## src/rtl/riscv_div_issue.sv

```systemverilog
// ----------------------------------------------------------------------------
// riscv_div_issue
//
// Operand-preparation and sequencing stage in front of the serial divider.
// A div/divu/rem/remu request is accepted in IDLE, the divisor is normalised
// (shift amount, shifted divisor, sign and zero flags) in PREP, a single
// issue strobe is sent to the divider in ISSUE, the result is collected in
// WAIT and presented downstream in RESP until it is taken. A kill aborts the
// operation at any stage after IDLE; a result already in flight is then
// swallowed when the divider delivers it.
//
// Ports
//   Clk_CI, Rst_RBI          clock (rising edge), async active-low reset
//   ReqVld_SI / ReqRdy_SO    request handshake (ready only in IDLE)
//   ReqOpA_DI, ReqOpB_DI     dividend, divisor
//   ReqOpCode_SI             0 divu, 1 div, 2 remu, 3 rem
//   Kill_SI                  abort current operation
//   DivOpA_DO .. DivOpCode_SO  prepared operands towards the divider
//   DivInVld_SO              one-cycle issue strobe
//   DivOutRdy_SO             result accept towards the divider (WAIT only)
//   DivOutVld_SI, DivRes_DI  divider result
//   RspVld_SO / RspRdy_SI    response handshake
//   RspRes_DO                registered result
// ----------------------------------------------------------------------------
module riscv_div_issue #(
    parameter int unsigned C_WIDTH     = 32,
    parameter int unsigned C_LOG_WIDTH = 6
) (
    input  logic                   Clk_CI,
    input  logic                   Rst_RBI,
    input  logic                   ReqVld_SI,
    output logic                   ReqRdy_SO,
    input  logic [C_WIDTH-1:0]     ReqOpA_DI,
    input  logic [C_WIDTH-1:0]     ReqOpB_DI,
    input  logic [1:0]             ReqOpCode_SI,
    input  logic                   Kill_SI,
    output logic [C_WIDTH-1:0]     DivOpA_DO,
    output logic [C_WIDTH-1:0]     DivOpB_DO,
    output logic [C_LOG_WIDTH-1:0] DivOpBShift_DO,
    output logic                   DivOpBIsZero_SO,
    output logic                   DivOpBSign_SO,
    output logic [1:0]             DivOpCode_SO,
    output logic                   DivInVld_SO,
    output logic                   DivOutRdy_SO,
    input  logic                   DivOutVld_SI,
    input  logic [C_WIDTH-1:0]     DivRes_DI,
    output logic                   RspVld_SO,
    input  logic                   RspRdy_SI,
    output logic [C_WIDTH-1:0]     RspRes_DO
);

    // One-hot encoding: every handshake output is a plain state flop.
    typedef enum logic [4:0] {
        S_IDLE  = 5'b00001,
        S_PREP  = 5'b00010,
        S_ISSUE = 5'b00100,
        S_WAIT  = 5'b01000,
        S_RESP  = 5'b10000
    } state_e;

    localparam logic [C_LOG_WIDTH-1:0] C_SHIFT_ONE = C_LOG_WIDTH'(1);
    localparam logic [C_LOG_WIDTH-1:0] C_SHIFT_MAX = C_LOG_WIDTH'(C_WIDTH - 1);

    state_e                   state_q;
    logic [C_WIDTH-1:0]       opa_q;
    logic [C_WIDTH-1:0]       opb_q;
    logic [1:0]               opcode_q;
    logic                     drop_q;
    logic [C_WIDTH-1:0]       div_opa_q;
    logic [C_WIDTH-1:0]       div_opb_q;
    logic [C_LOG_WIDTH-1:0]   div_shift_q;
    logic                     div_zero_q;
    logic                     div_sign_q;
    logic [1:0]               div_opcode_q;
    logic [C_WIDTH-1:0]       rsp_res_q;
    logic [C_LOG_WIDTH-1:0]   shift_d;

    // Number of leading zero bits; an all-zero word yields C_WIDTH.
    function automatic logic [C_LOG_WIDTH-1:0] lead_zeros(input logic [C_WIDTH-1:0] val);
        logic [C_LOG_WIDTH-1:0] cnt;
        logic                   found;
        cnt   = {C_LOG_WIDTH{1'b0}};
        found = 1'b0;
        for (int i = C_WIDTH - 1; i >= 0; i--) begin
            if (!found) begin
                if (val[i]) begin
                    found = 1'b1;
                end else begin
                    cnt = cnt + C_SHIFT_ONE;
                end
            end
        end
        return cnt;
    endfunction

    // Normalisation shift. For signed divisors the sign-extension bits are
    // inverted to zeros first, so the leading-zero count equals the number of
    // leading sign bits; minus one keeps the sign bit itself. B==0 and B==-1
    // both land on C_WIDTH-1 naturally. Unsigned zero is clamped explicitly.
    always_comb begin
        shift_d = C_SHIFT_MAX;
        if (opcode_q[0]) begin
            shift_d = lead_zeros(opb_q ^ {C_WIDTH{opb_q[C_WIDTH-1]}}) - C_SHIFT_ONE;
        end else if (opb_q == {C_WIDTH{1'b0}}) begin
            shift_d = C_SHIFT_MAX;
        end else begin
            shift_d = lead_zeros(opb_q);
        end
    end

    // Sequencer: state, operand capture, divider operands, drop flag, result.
    always_ff @(posedge Clk_CI or negedge Rst_RBI) begin
        if (!Rst_RBI) begin
            state_q      <= S_IDLE;
            opa_q        <= {C_WIDTH{1'b0}};
            opb_q        <= {C_WIDTH{1'b0}};
            opcode_q     <= 2'b00;
            drop_q       <= 1'b0;
            div_opa_q    <= {C_WIDTH{1'b0}};
            div_opb_q    <= {C_WIDTH{1'b0}};
            div_shift_q  <= {C_LOG_WIDTH{1'b0}};
            div_zero_q   <= 1'b0;
            div_sign_q   <= 1'b0;
            div_opcode_q <= 2'b00;
            rsp_res_q    <= {C_WIDTH{1'b0}};
        end else begin
            case (state_q)
                S_IDLE: begin
                    if (ReqVld_SI) begin
                        opa_q    <= ReqOpA_DI;
                        opb_q    <= ReqOpB_DI;
                        opcode_q <= ReqOpCode_SI;
                        drop_q   <= 1'b0;
                        state_q  <= S_PREP;
                    end
                end
                S_PREP: begin
                    div_opa_q    <= opa_q;
                    div_opb_q    <= opb_q << shift_d;
                    div_shift_q  <= shift_d;
                    div_zero_q   <= (opb_q == {C_WIDTH{1'b0}});
                    div_sign_q   <= opb_q[C_WIDTH-1] & opcode_q[0];
                    div_opcode_q <= opcode_q;
                    // Killing before the issue strobe means the divider never sees it.
                    if (Kill_SI) begin
                        state_q <= S_IDLE;
                    end else begin
                        state_q <= S_ISSUE;
                    end
                end
                S_ISSUE: begin
                    // The strobe goes out regardless; a kill only marks the result for discard.
                    if (Kill_SI) begin
                        drop_q <= 1'b1;
                    end
                    state_q <= S_WAIT;
                end
                S_WAIT: begin
                    if (DivOutVld_SI) begin
                        // A kill coinciding with the result still discards it.
                        if (drop_q || Kill_SI) begin
                            state_q <= S_IDLE;
                        end else begin
                            rsp_res_q <= DivRes_DI;
                            state_q   <= S_RESP;
                        end
                    end else if (Kill_SI) begin
                        drop_q <= 1'b1;
                    end
                end
                S_RESP: begin
                    if (Kill_SI || RspRdy_SI) begin
                        state_q <= S_IDLE;
                    end
                end
                default: begin
                    state_q <= S_IDLE;
                end
            endcase
        end
    end

    assign ReqRdy_SO       = state_q[0];
    assign DivInVld_SO     = state_q[2];
    assign DivOutRdy_SO    = state_q[3];
    assign RspVld_SO       = state_q[4];
    assign RspRes_DO       = rsp_res_q;
    assign DivOpA_DO       = div_opa_q;
    assign DivOpB_DO       = div_opb_q;
    assign DivOpBShift_DO  = div_shift_q;
    assign DivOpBIsZero_SO = div_zero_q;
    assign DivOpBSign_SO   = div_sign_q;
    assign DivOpCode_SO    = div_opcode_q;

endmodule

```

## config.mk

```make
export PLATFORM = sky130hd
export DESIGN_NAME = riscv_div_issue
export DESIGN_NICKNAME = d
export VERILOG_FILES = /design/src/rtl/riscv_div_issue.sv
export SDC_FILE = /design/constraint.sdc
export NUM_CORES = 1
export LEC_CHECK = 0
export CORE_MARGIN = 2
export CORE_UTILIZATION = 45
export CTS_CLUSTER_DIAMETER = 200
export DETAILED_ROUTE_END_ITERATION = 16
export PLACE_DENSITY = 0.66
export SYNTH_ARGS = -nofsm -noshare
export SYNTH_HDL_FRONTEND = slang
export SYNTH_SLANG_ARGS = --single-unit
```

## constraint.sdc

```tcl
create_clock -name Clk_CI -period 51.5 [get_ports Clk_CI]
set_input_delay 10.3 -clock Clk_CI [delete_from_list [all_inputs] [get_ports Clk_CI]]
set_output_delay 10.3 -clock Clk_CI [all_outputs]
set_load 0.005 [all_outputs]
```

==> results of run 1 <==
-- through the flow --
stage / setup slack, ps / cell area [sq um] / instances / utilization, %
final: 27870 / 21300 / 3009 / 53.4
after global placement: 29190 / 20700 / 2976 / 51.8
after floorplan: 30270 / 18200 / 2349 / -
after global routing: 25950 / 21300 / 3009 / 53.4
after CTS: 28120 / 21300 / 3007 / 53.4
after detailed placement: 28260 / 20700 / 2976 / 51.8
-- worst paths after layout --
| kind | to | cells past startpoint | slack, ps |
|---|---|---|---|
| worst max-delay path | DivOpB_DO[26] | 105 | 27870 |
| worst min-delay path | DivOpA_DO[22] | 2 | 460 |
| worst max register to register | DivOpB_DO[26] | 105 | 27870 |
| worst min register to register | DivOpA_DO[22] | 2 | 460 |
| max in group asynchronous | RspRes_DO[5] | 2 | 40030 |
| min in group asynchronous | opa_q[16] | 1 | 9940 |
-- registers in the layout, summed over array words and instances (netlist names) --
register / count
DivOpA_DO: 32
DivOpB_DO: 32
RspRes_DO: 32
opa_q: 32
opb_q: 32
DivOpBShift_DO: 6
state_q: 5
DivOpCode_SO: 2
opcode_q: 2
DivOpBIsZero_SO: 1
DivOpBSign_SO: 1
drop_q: 1
-- cell usage in the layout (no fill, tap or decap), drive strengths merged, types with 7 or more instances in the layout --
cell type	Yosys	routed
nand2	510	510
clkbuf	103	19
buf	38	30
xnor2	139	139
nor2	154	154
a31oi	18	18
nand3	66	66
o21ai	120	120
ha	58	58
or3	31	31
o211ai	12	12
o21bai	8	8
a21o	10	10
mux2i	117	117
a211oi	17	17
a22oi	12	12
o22ai	16	16
nor4b	9	9
or2	15	15
nor4	37	37
a21boi	8	8
clkdlybuf4s50	0	212
and3	23	23
mux2	52	52
nor3	72	72
and2	31	31
dfrtp	177	177
or4	15	15
xnor3	16	16
a2bb2oi	7	7
xor2	55	55
o21a	12	12
a21oi	99	99
nor2b	36	36
nor3b	15	15
nand4	21	21
o31ai	14	14
a22o	13	13
nand2b	24	24
inv	49	54
-- layout make-up --
type	count	area [sq um]	area share (%)
clock buffer	18	429	2.01
timing repair buffer	243	2360	11.1
antenna	2	5.00	0.0235
tap	525	657	3.08
sequential	178	4460	20.9
clock inverter	13	176	0.828
multi-input combinational	1980	13000	61.2
inverter	50	188	0.881
-- kinds of logic (layout without fill, tap and decap cells) --
group,count (synthesis),in the layout,synth area share [%]
and+or+nand+nor,1086,1086,28.4
AOI/OAI and AO/OA,446,446,16.2
xor gates and xnor gates,213,213,12.3
buffers and inverters,191,324,4.27
DFF,178,178,24.4
muxes,174,174,10.3
adders and majority gates,61,61,4.14
other,0,2,0
-- metal layers --
metal  global-route usage (%)  wire length [um]
met4                     9.58              1740
met5                        0                 0
met2                     44.5             26300
met1                     37.1             25000
met3                     7.25              5620
-- worst max-delay path, delay by kind of cell (launching register included) --
family	cells	cell delay, ps
compound gates	31	5670
mux	11	3090
xor+xnor	1	420
buf+inv	7	1260
flops	1	340
simple gates	26	3530
fa+ha+maj	29	9160
==> qor.csv, run 1 <==
metric,value,unit
design.die.area,42200,sq um
cp.required,51850,ps
ys_seq_area_share,24.4,%
yosys_register_bits,178,
routed_wl,58.7,mm
drtPass1Iterations,5,
synthTopCellsByArea,"dfrtp_1 (24%), nand2_1 (10%), mux2i_1 (6.4%)",
dpl.hpwl,44.4,mm
cts-root-buf,clkbuf_16,
max_stage_delay,800,ps
synth_top_area_cell,dfrtp_1,
max_cap_viol_count,0,
crit_fanout,72,
ys_warn_count,0,
grt_usage,28.0,%
hold_path.class,register to register,
hold_violations,0,
grt_pass1_vias,17500,
synth_cells,2349,
die_h,205,um
drc,0,
drive_above_1_share,7.37,%
clk_pin_slew_worst_paths,80,ps
grt_pass1_wl,94.4,mm
postCtsSetupBuffers,0,
synth_edf_count,0,
final_max_slew_viol_count,0,
port_buffers,213,
clockBufferDepth,2,
timing.rr.start,opb_q[31],
max_slew_margin,32.9,%
fin_nets,2632,
h-tree-depth,4,
cp.arrival,23970,ps
vias_per_cell,5.98,
dr.first_iter.drc_count,1458,
skew,10.1,ps
path_common_cell,ha_1,
synth.most_common_cell,nand2_1,
avgSynthCellArea,7.77,sq um
area_delta_synth_final,16.8,%
worst-setup-path-type,register to register,
setup_viol,0,
fillers,3761,
grt_max_degree,106,
rsz0062_at_grt,no,
fin_crit_sh,45.9,%
async_reset_ff_share,100,%
antenna_found_initial,2,
cts_tree,done,
clkLatencyLatePin,450,ps
grt-ovfl-total,0,
tightest_slew,1000,ps
critPathLaunchType,register,
row_count,73,
cts-buffers-inserted,17,
ant_nets,0,
netlist_top_cells_count,"nand2_1 (510), dfrtp_1 (177), nor2_1 (151)",
min_from,opa_q[22],
place.gp.congestion,0.931,
setup_tns,0,ps
period_needed,23630,ps
critical_path.startpoint,opb_q[31],
outcome,"finished, final reports clean",
syn_area,18200,sq um
start_util,45.7,%
cts_resized,0,
hold_ws,459,ps
io_pins,214,
wire_per_inst,19.5,um
synthesis.nets,2511,
end_kind,register,
synth_flop_cell,dfrtp_1,
synth_top_cell_area_share,24.3,%
clkSinkCount,178,
core_area,39900,sq um
ctsHoldBuffers,0,
ys_types,109,
fp.dieW,205,um
max_freq,42.3,MHz
worst_path_max_delay_cell,a22o_1,
num_vias,18000,
Power of run 1 is not shown: default switching activity piles up to over one toggle a cycle in this logic, so the estimate is an artifact.
==> inputs of run 2 (changes only) <==
PLACE_DENSITY = 0.69   (was 0.66)
clock period = 20.2 ns   (was 51.5 ns; I/O delays follow)
==> run 2 against run 1 <==
Against the previous run: fmax is 21% higher; global-route usage increased by 0.059 points; worst hold slack improved by 9.1 ps; highest routed layer unchanged; register-to-register slack lost 27000 ps; cell area is 5.5% higher; critical path depth fell by 1; first-iteration DRC count rose by 6.9%; non-clock buffer count grew 72; largest cell class unchanged; clock skew rose by 10 ps; die area is the same; flip-flop and latch count unchanged; setup slack worse by 27000 ps.
==> qor.csv, run 2 (synthesized netlist as in run 1, its figures left out) <==
metric,value,unit,change
row_count,73,,unchanged
dp_cells,3004,,+0.94%
grt_pass1_wl,94.5,mm,+0.17%
routed_wl,60.3,mm,+2.8%
vias_per_cell,5.94,,-0.58%
hold_violations,0,,unchanged
drtPass1Iterations,5,,unchanged
hold_path.class,register to register,,
hold_end,DivOpA_DO[15],,
layout_commonest_cell,nand2_1,,
final_cell_mix,"nand2_1 (508), clkdlybuf4s50_1 (212), dfrtp_1 (174)",,
ant_nets,0,,unchanged
cts-buffers-inserted,17,,unchanged
grt-ovfl-total,0,,unchanged
core_area,39900,sq um,unchanged
grt_pass1_vias,17500,,+0.54%
h-tree-depth,4,,unchanged
clkLatencyLatePin,450,ps,about the same
clockBufferDepth,2,,unchanged
max_freq,51.3,MHz,+21%
cts-root-buf,clkbuf_16,,
outcome,"finished, final reports clean",,
start_util,45.7,%,unchanged
clk_pin_slew_worst_paths,70,ps,about the same
cp.arrival,19830,ps,-4140 ps
critPathLaunchType,register,,
ff2ff_path_depth,104,,-0.95%
num_antenna_cells,0,,-2
timing.rr.start,opb_q[30],,
skew,20.2,ps,+10.1 ps
reg2reg_to,DivOpB_DO[22],,
worst-setup-path-type,register to register,,
path_common_cell,ha_1,,
end_kind,register,,
grt_usage,28.1,%,+0.059 points
wire_per_inst,19.6,um,+0.40%
max_cap_viol_count,0,,unchanged
die_h,205,um,unchanged
tightest_slew,968,ps,-34.6 ps
cp.required,20540,ps,-31310 ps
drive_above_1_share,13.6,%,+6.2 points
clkSinkCount,178,,unchanged
design.die.area,42200,sq um,unchanged
antenna_found_initial,0,,-2
crit_fanout,6,,-92%
area_delta_synth_final,23.2,%,
min_from,opa_q[15],,
ff2ff_setup_slack,710,ps,-27160 ps
io_pins,214,,unchanged
grt_max_degree,122,,+15%
period_needed,19490,ps,-4140 ps
dr.first_iter.drc_count,1558,,+6.9%
max_slew_margin,35.5,%,+2.6 points
hold_ws,468,ps,+9.12 ps
hold_depth,2,,unchanged
num_vias,18300,,+1.8%
final-instance-count-excl-fill,3080,,+2.4%
final_max_slew_viol_count,0,,unchanged
dpl.hpwl,44.7,mm,+0.50%
fin_crit_sh,96.5,%,+51 points
fin_nets,2704,,+2.7%
cts_tree,done,,
max_stage_delay,520,ps,-280 ps
fp.dieW,205,um,unchanged
place.gp.congestion,0.927,,-0.45%
drc,0,,unchanged
port_buffers,213,,unchanged
setup_viol,0,,unchanged
worst_path_max_delay_cell,or4_4,,
[run 2: changes by cell type in the layout (fill, tap and decap cells not counted), moves of 6 or more]
| cell | previous run | this run |
|---|---|---|
| buf_4 | 30 | 93 |
| mux2i_1 | 117 | 99 |
| mux2i_2 | 0 | 16 |
| a21oi_1 | 98 | 86 |
| ha_1 | 58 | 46 |
| a21oi_2 | 0 | 10 |
| ha_4 | 0 | 10 |
| inv_1 | 47 | 40 |
| o21ai_0 | 107 | 100 |
| inv_2 | 3 | 9 |
[run 2: stage by stage]
| step | setup TNS [ps] | area (sq um) | setup slack, ps | util, % |
|---|---|---|---|---|
| finish | 0 | 22500 | 710 | 56.3 |
| global route | -2650 | 22500 | -224 | 56.3 |
| CTS | 0 | 21800 | 44.3 | 54.6 |
| detailed placement | -11270 | 21000 | -559 | 52.5 |
| global placement | 0 | 21000 | 237 | 52.5 |
| floorplan | 0 | 18300 | 6.44 | - |
[run 2: cell type report]
cell class              count  area (sq um)
fillers                  3637         17400
multi-input cells        1980         13500
flip-flops and latches    178          4460
repair buffers            315          3020
well taps                 525           657
clock buffers              20           457
inverters                  50           190
clock inverters            12           148
[run 2: worst max-delay path: cells and delay by family (launching register included)]
| family | cells | cell delay, ps |
|---|---|---|
| buf+inv | 7 | 650 |
| mux | 13 | 3050 |
| simple gates | 26 | 2890 |
| flops | 1 | 410 |
| compound gates | 29 | 4110 |
| fa+ha+maj | 29 | 8200 |
[run 2: per-layer routing]
metal  GRT usage [%]  wire [um]  part of all wire [%]
met2            47.0      28500                    47
met4            7.19       1260                   2.1
met1            36.8      25600                    42
met5               0          0                     0
met3            6.10       4900                   8.1
[run 2: how the worst max path moves through the flow]
stage	start	cells past startpoint	to	slack, ps
2_1_floorplan	opb_q[31]	109	DivOpB_DO[23]	6
3_3_place_gp	opb_q[31]	105	DivOpB_DO[22]	240
3_5_place_dp	opb_q[31]	104	DivOpB_DO[23]	-560
4_1_cts	opb_q[31]	103	DivOpB_DO[23]	40
5_1_grt	opb_q[31]	107	DivOpB_DO[21]	-220
6_report	opb_q[30]	104	DivOpB_DO[22]	710
[run 2: what timing repair did]
| item | in CTS | in global routing |
|---|---|---|
| cloned | 1 | 4 |
| setup endpoints to repair | 32 | 37 |
| pin swaps | 5 | 43 |
| setup buffers | 12 | 27 |
| hold buffers | 0 | 0 |
| gates resized for setup | 20 | 89 |
Power of run 2 is left out for the same reason.
